## src/rtl/i2c_target_pot.sv

```systemverilog
// rtl/i2c_target_pot.sv - I2C target emulating a single-register digital potentiometer
module i2c_target_pot #(
    parameter logic [6:0] TARGET_ADDR = 7'h2F,
    parameter int         MAX_VALUE   = 127,
    parameter int         RESET_VALUE = 0,
    parameter int         SYNC_STAGES = 2
) (
    input  logic       clk,
    input  logic       reset_n,
    input  logic       scl_in,
    input  logic       sda_in,
    output logic       sda_oe,
    output logic [7:0] wiper,
    output logic       wiper_wr,
    output logic       busy
);

    localparam logic [7:0] MAX_V = 8'(MAX_VALUE);
    localparam logic [7:0] RST_V = 8'(RESET_VALUE);

    typedef enum logic [2:0] {
        S_IDLE,
        S_ADDR,
        S_ADDR_ACK,
        S_WRITE,
        S_WRITE_ACK,
        S_READ,
        S_READ_ACK,
        S_IGNORE
    } state_t;

    logic [SYNC_STAGES-1:0] r_scl_sync;
    logic [SYNC_STAGES-1:0] r_sda_sync;
    logic                   r_scl_d;
    logic                   r_sda_d;

    state_t     r_state,    w_state_nxt;
    logic [3:0] r_bit_cnt,  w_bit_cnt_nxt;
    logic [7:0] r_shift,    w_shift_nxt;
    logic       r_rw,       w_rw_nxt;
    logic       r_sda_oe,   w_sda_oe_nxt;
    logic [7:0] r_wiper,    w_wiper_nxt;
    logic       r_wiper_wr, w_wiper_wr_nxt;
    logic       r_busy,     w_busy_nxt;

    logic       w_scl;
    logic       w_sda;
    logic       w_scl_rise;
    logic       w_scl_fall;
    logic       w_start;
    logic       w_stop;
    logic [7:0] w_in_byte;

    // Sync chains idle high so a reset never fabricates a bus edge from a released bus
    always_ff @(posedge clk) begin
        if (!reset_n) begin
            r_scl_sync <= '1;
            r_sda_sync <= '1;
            r_scl_d    <= 1'b1;
            r_sda_d    <= 1'b1;
        end else begin
            r_scl_sync <= {r_scl_sync[SYNC_STAGES-2:0], scl_in};
            r_sda_sync <= {r_sda_sync[SYNC_STAGES-2:0], sda_in};
            r_scl_d    <= w_scl;
            r_sda_d    <= w_sda;
        end
    end

    assign w_scl      = r_scl_sync[SYNC_STAGES-1];
    assign w_sda      = r_sda_sync[SYNC_STAGES-1];
    assign w_scl_rise = w_scl & ~r_scl_d;
    assign w_scl_fall = ~w_scl & r_scl_d;
    // SCL must be stable high across both samples; a coincident SCL edge makes it a data bit
    assign w_start    = ~w_sda & r_sda_d & w_scl & r_scl_d;
    assign w_stop     = w_sda & ~r_sda_d & w_scl & r_scl_d;
    assign w_in_byte  = {r_shift[6:0], w_sda};

    always_ff @(posedge clk) begin
        if (!reset_n) begin
            r_state    <= S_IDLE;
            r_bit_cnt  <= 4'd0;
            r_shift    <= 8'd0;
            r_rw       <= 1'b0;
            r_sda_oe   <= 1'b0;
            r_wiper    <= RST_V;
            r_wiper_wr <= 1'b0;
            r_busy     <= 1'b0;
        end else begin
            r_state    <= w_state_nxt;
            r_bit_cnt  <= w_bit_cnt_nxt;
            r_shift    <= w_shift_nxt;
            r_rw       <= w_rw_nxt;
            r_sda_oe   <= w_sda_oe_nxt;
            r_wiper    <= w_wiper_nxt;
            r_wiper_wr <= w_wiper_wr_nxt;
            r_busy     <= w_busy_nxt;
        end
    end

    always_comb begin
        w_state_nxt    = r_state;
        w_bit_cnt_nxt  = r_bit_cnt;
        w_shift_nxt    = r_shift;
        w_rw_nxt       = r_rw;
        w_sda_oe_nxt   = r_sda_oe;
        w_wiper_nxt    = r_wiper;
        w_wiper_wr_nxt = 1'b0;
        w_busy_nxt     = r_busy;

        if (w_start) begin
            w_state_nxt   = S_ADDR;
            w_bit_cnt_nxt = 4'd0;
            w_sda_oe_nxt  = 1'b0;
            w_busy_nxt    = 1'b0;
        end else if (w_stop) begin
            w_state_nxt   = S_IDLE;
            w_bit_cnt_nxt = 4'd0;
            w_sda_oe_nxt  = 1'b0;
            w_busy_nxt    = 1'b0;
        end else begin
            case (r_state)
                S_IDLE: begin
                    w_sda_oe_nxt = 1'b0;
                end
                S_ADDR: begin
                    if (w_scl_rise) begin
                        w_shift_nxt   = w_in_byte;
                        w_bit_cnt_nxt = r_bit_cnt + 4'd1;
                        if (r_bit_cnt == 4'd7) begin
                            w_bit_cnt_nxt = 4'd0;
                            if (w_in_byte[7:1] == TARGET_ADDR) begin
                                w_state_nxt = S_ADDR_ACK;
                                w_busy_nxt  = 1'b1;
                                w_rw_nxt    = w_sda;
                            end else begin
                                w_state_nxt = S_IGNORE;
                            end
                        end
                    end
                end
                // bit_cnt 0: waiting for the fall that starts ACK; 1: ninth clock seen
                S_ADDR_ACK, S_WRITE_ACK: begin
                    if (w_scl_rise) begin
                        w_bit_cnt_nxt = 4'd1;
                    end else if (w_scl_fall) begin
                        if (r_bit_cnt == 4'd0) begin
                            w_sda_oe_nxt = 1'b1;
                        end else begin
                            w_bit_cnt_nxt = 4'd0;
                            if (r_state == S_WRITE_ACK || !r_rw) begin
                                w_state_nxt  = S_WRITE;
                                w_sda_oe_nxt = 1'b0;
                            end else begin
                                w_state_nxt  = S_READ;
                                w_shift_nxt  = {r_wiper[6:0], 1'b0};
                                w_sda_oe_nxt = ~r_wiper[7];
                            end
                        end
                    end
                end
                S_WRITE: begin
                    if (w_scl_rise) begin
                        w_shift_nxt   = w_in_byte;
                        w_bit_cnt_nxt = r_bit_cnt + 4'd1;
                        if (r_bit_cnt == 4'd7) begin
                            w_bit_cnt_nxt  = 4'd0;
                            w_wiper_nxt    = (w_in_byte > MAX_V) ? MAX_V : w_in_byte;
                            w_wiper_wr_nxt = 1'b1;
                            w_state_nxt    = S_WRITE_ACK;
                        end
                    end
                end
                // r_shift[7] always holds the bit to present on the next falling edge
                S_READ: begin
                    if (w_scl_rise) begin
                        w_bit_cnt_nxt = r_bit_cnt + 4'd1;
                    end else if (w_scl_fall) begin
                        if (r_bit_cnt == 4'd8) begin
                            w_sda_oe_nxt  = 1'b0;
                            w_bit_cnt_nxt = 4'd0;
                            w_state_nxt   = S_READ_ACK;
                        end else if (r_bit_cnt != 4'd0) begin
                            w_sda_oe_nxt = ~r_shift[7];
                            w_shift_nxt  = {r_shift[6:0], 1'b0};
                        end
                    end
                end
                S_READ_ACK: begin
                    if (w_scl_rise) begin
                        if (w_sda) begin
                            w_state_nxt = S_IGNORE;
                            w_busy_nxt  = 1'b0;
                        end else begin
                            w_bit_cnt_nxt = 4'd1;
                        end
                    end else if (w_scl_fall && r_bit_cnt == 4'd1) begin
                        w_bit_cnt_nxt = 4'd0;
                        w_state_nxt   = S_READ;
                        w_shift_nxt   = {r_wiper[6:0], 1'b0};
                        w_sda_oe_nxt  = ~r_wiper[7];
                    end
                end
                S_IGNORE: begin
                    w_sda_oe_nxt = 1'b0;
                end
                default: begin
                    w_state_nxt  = S_IDLE;
                    w_sda_oe_nxt = 1'b0;
                end
            endcase
        end
    end

    assign sda_oe   = r_sda_oe;
    assign wiper    = r_wiper;
    assign wiper_wr = r_wiper_wr;
    assign busy     = r_busy;

endmodule

```

## config.mk

```make
export PLATFORM = sky130hd
export DESIGN_NAME = i2c_target_pot
export DESIGN_NICKNAME = d
export VERILOG_FILES = /design/src/rtl/i2c_target_pot.sv
export SDC_FILE = /design/constraint.sdc
export NUM_CORES = 1
export LEC_CHECK = 0
export CORE_UTILIZATION = 35
export DETAILED_ROUTE_END_ITERATION = 10
export PLACE_DENSITY_LB_ADDON = 0.1
export SKIP_CTS_REPAIR_TIMING = 1
export SLEW_MARGIN = 10
export SYNTH_ARGS = -nofsm -noshare
export SYNTH_HDL_FRONTEND = slang
export SYNTH_SLANG_ARGS = --single-unit
```

## constraint.sdc

```tcl
create_clock -name clk -period 1.9 [get_ports clk]
set_clock_uncertainty 0.1 [all_clocks]
set_input_delay 0.19 -clock clk [delete_from_list [all_inputs] [get_ports clk]]
set_output_delay 0.19 -clock clk [all_outputs]
set_load 0.01 [all_outputs]
```

==> results.json <==
{
  "fill_cells": 543,
  "worstSetupEndpointType": "flop",
  "max_stage_delay_ns": 0.37,
  "grt_antenna_before_repair": 0,
  "leakage_nw": 1.07,
  "relSlewSlack": 0.705,
  "cts_num_sinks": 33,
  "chipHeight_um": 78.1,
  "grt_max_degree": 18,
  "synth_area_mm2": 0.00202,
  "worstSkewPairLatency_ns": 0.29,
  "hold_viol": 0,
  "dr.pass1.iters": 4,
  "synthToLayoutAreaGrowth_pct": 48.5,
  "row_count": 27,
  "ir_drop_v": 0.000415,
  "synth_edf_count": 0,
  "synthesis.instances": 234,
  "critical_path.cell_chain": "inv_4, ha_4, nor3b_4, a31o_4, a221oi_4, buf_12, a21oi_1, a311oi_2",
  "drv_slew": 0,
  "syn-num-nets": 243,
  "total_power_mw": 1.58,
  "io_pins": 15,
  "status": "complete, but fails checks",
  "critPathLaunchType": "flop",
  "synth_top_cell_area_share": 0.326,
  "max_freq_mhz": 502,
  "async_flop_share": 0,
  "numCtsBuffers": 5,
  "critPathBufInv": 2,
  "violations": "setup timing",
  "vias": 1956,
  "path_class": "flop to flop",
  "synth_ff_type": "dfxtp_1",
  "tightestPinTransition_ns": 0.438,
  "cp_slowest_cell": "dfxtp_4",
  "fin_setup_tns_ns": -0.459,
  "final_nets": 301,
  "synthTopCellsByArea": "dfxtp_1 33%, mux2i_1 5.4%, nor3_1 3.7%",
  "finalCritPeriodShare": 1.05,
  "min_path_type": "flop to flop",
  "critPathTopFamily": "compound AO/OA/AOI/OAI gates",
  "cts_buffer_depth": 2,
  "drive_gt1_frac": 0.416,
  "grt_pass1_wl_um": 9150,
  "pre_cts_ws_ns": -0.107,
  "required_ns": 2.00,
  "crit_fanout": 8,
  "drtIter0Drc": 96,
  "drc": 0,
  "post-route-worst-setup-slack_ns": -0.0937,
  "drt-vias-per-instance": 5.36,
  "seq_area_um2": 677,
  "finalSetupViolations": 8,
  "cts_tree": "yes",
  "syn_avg_cell_area_um2": 8.65,
  "ys_ff_latch": 33,
  "ys_types": 58,
  "initial_core_util": 0.365,
  "multiInputGateArea_mm2": 0.00145,
  "place_inst": 348,
  "rsz0062_at_grt": "true",
  "dpl.hpwl_um": 4090,
  "routed_wl_um": 5970,
  "antenna_left": 0,
  "fin_cells": 365,
  "synth_top_area_cell": "dfxtp_1",
  "dieArea_mm2": 0.00609,
  "clk_pin_slew_ns": 0.08,
  "synth_warnings": 0,
  "rrSetupSlack_ns": -0.09,
  "core_area_mm2": 0.00554,
  "htree_levels": 2,
  "wl_per_cell_um": 16.4,
  "seq_area_frac_synth": 0.326,
  "diodes": 0,
  "powerDensity_mw_per_mm2": 526,
  "io_buffers": 14,
  "grt_overflow": 0,
  "grt_use_total": 0.194,
  "cts_root_buf": "clkbuf_8",
  "place.gp.congestion": 0.840,
  "worstPathArrival_ns": 2.09,
  "grt_pass1_vias": 1852,
  "drv_cap": 0,
  "period_minus_slack_ns": 1.99,
  "die_w_um": 78.1,
  "synthTopCellsByCount": "33 x dfxtp_1, 15 x nor3_1, 14 x nor2_1, 12 x a21oi_1, 12 x o21ai_0",
  "yosysMostFrequentCell": "dfxtp_1"
}
## layer usage
layer	part of all wire	vias up	GRT usage
li1	-	990	-
met1	0.50	933	0.271
met2	0.46	27	0.299
met3	0.023	6	0.0326
met4	0.014	0	0.0667
met5	0	-	0
## sequential cells by signal (all words and copies together), names as in the netlist, 2 cells and up
register    count
r_bit_cnt       4
r_sda_sync      2
r_scl_sync      2
r_state         3
r_shift         8
wiper           8
## per-stage QoR
stage / cell area [µm²] / utilization / hold slack (ns)
floorplan: 2060 / - / 0.191
global placement: 2550 / 0.460 / 0.295
detailed placement: 2550 / 0.460 / 0.303
CTS: 2670 / 0.482 / 0.314
global route: 3010 / 0.543 / 0.341
finish: 3010 / 0.543 / 0.305
## layout make-up
type                    instances  area share
multi-input cells             174       0.482
well taps                      72      0.0300
clock inverters                 2      0.0125
repair buffers                 70       0.211
flip-flops and latches         33       0.225
inverters                       8      0.0117
clock buffers                   6      0.0275
## power breakdown
part / internal (mW) / switching [mW]
clock: 0.427 / 0.281
combinational: 0.0832 / 0.0845
sequential: 0.697 / 0.00908
total: 1.21 / 0.374
## worst paths after layout
| path | from | to | cells after the start |
|---|---|---|---|
| worst max-delay path | r_bit_cnt[1] | r_shift[4] | 8 |
| worst min-delay path | r_scl_sync[0] | r_scl_sync[1] | 1 |
| worst max register to register | r_bit_cnt[1] | r_shift[4] | 8 |
| worst min register to register | r_scl_sync[0] | r_scl_sync[1] | 1 |
## layout by cell type (no fill, tap or decap), types with 5 or more instances in the layout
cell             count
clkbuf_8             6
nand2b_1             9
a311oi_1             6
buf_6                5
a21oi_2              7
nand2_1             10
clkdlybuf4s50_1     14
mux2i_1             11
o21ai_0              9
nor3_1              13
buf_4               47
nor2_1              13
a21oi_1              6
dfxtp_1             26
nand3_1              7
## cell families (layout without fill, tap and decap cells)
family,after synthesis,count (layout),synth area share
buf+inv,27,86,0.0773
flops,33,33,0.326
xor+xnor,2,2,0.0124
compound gates,70,70,0.260
fa+ha+maj,5,5,0.0309
mux,12,12,0.0600
simple gates,85,85,0.234
Note: power is estimated with default switching activity, not from simulation.
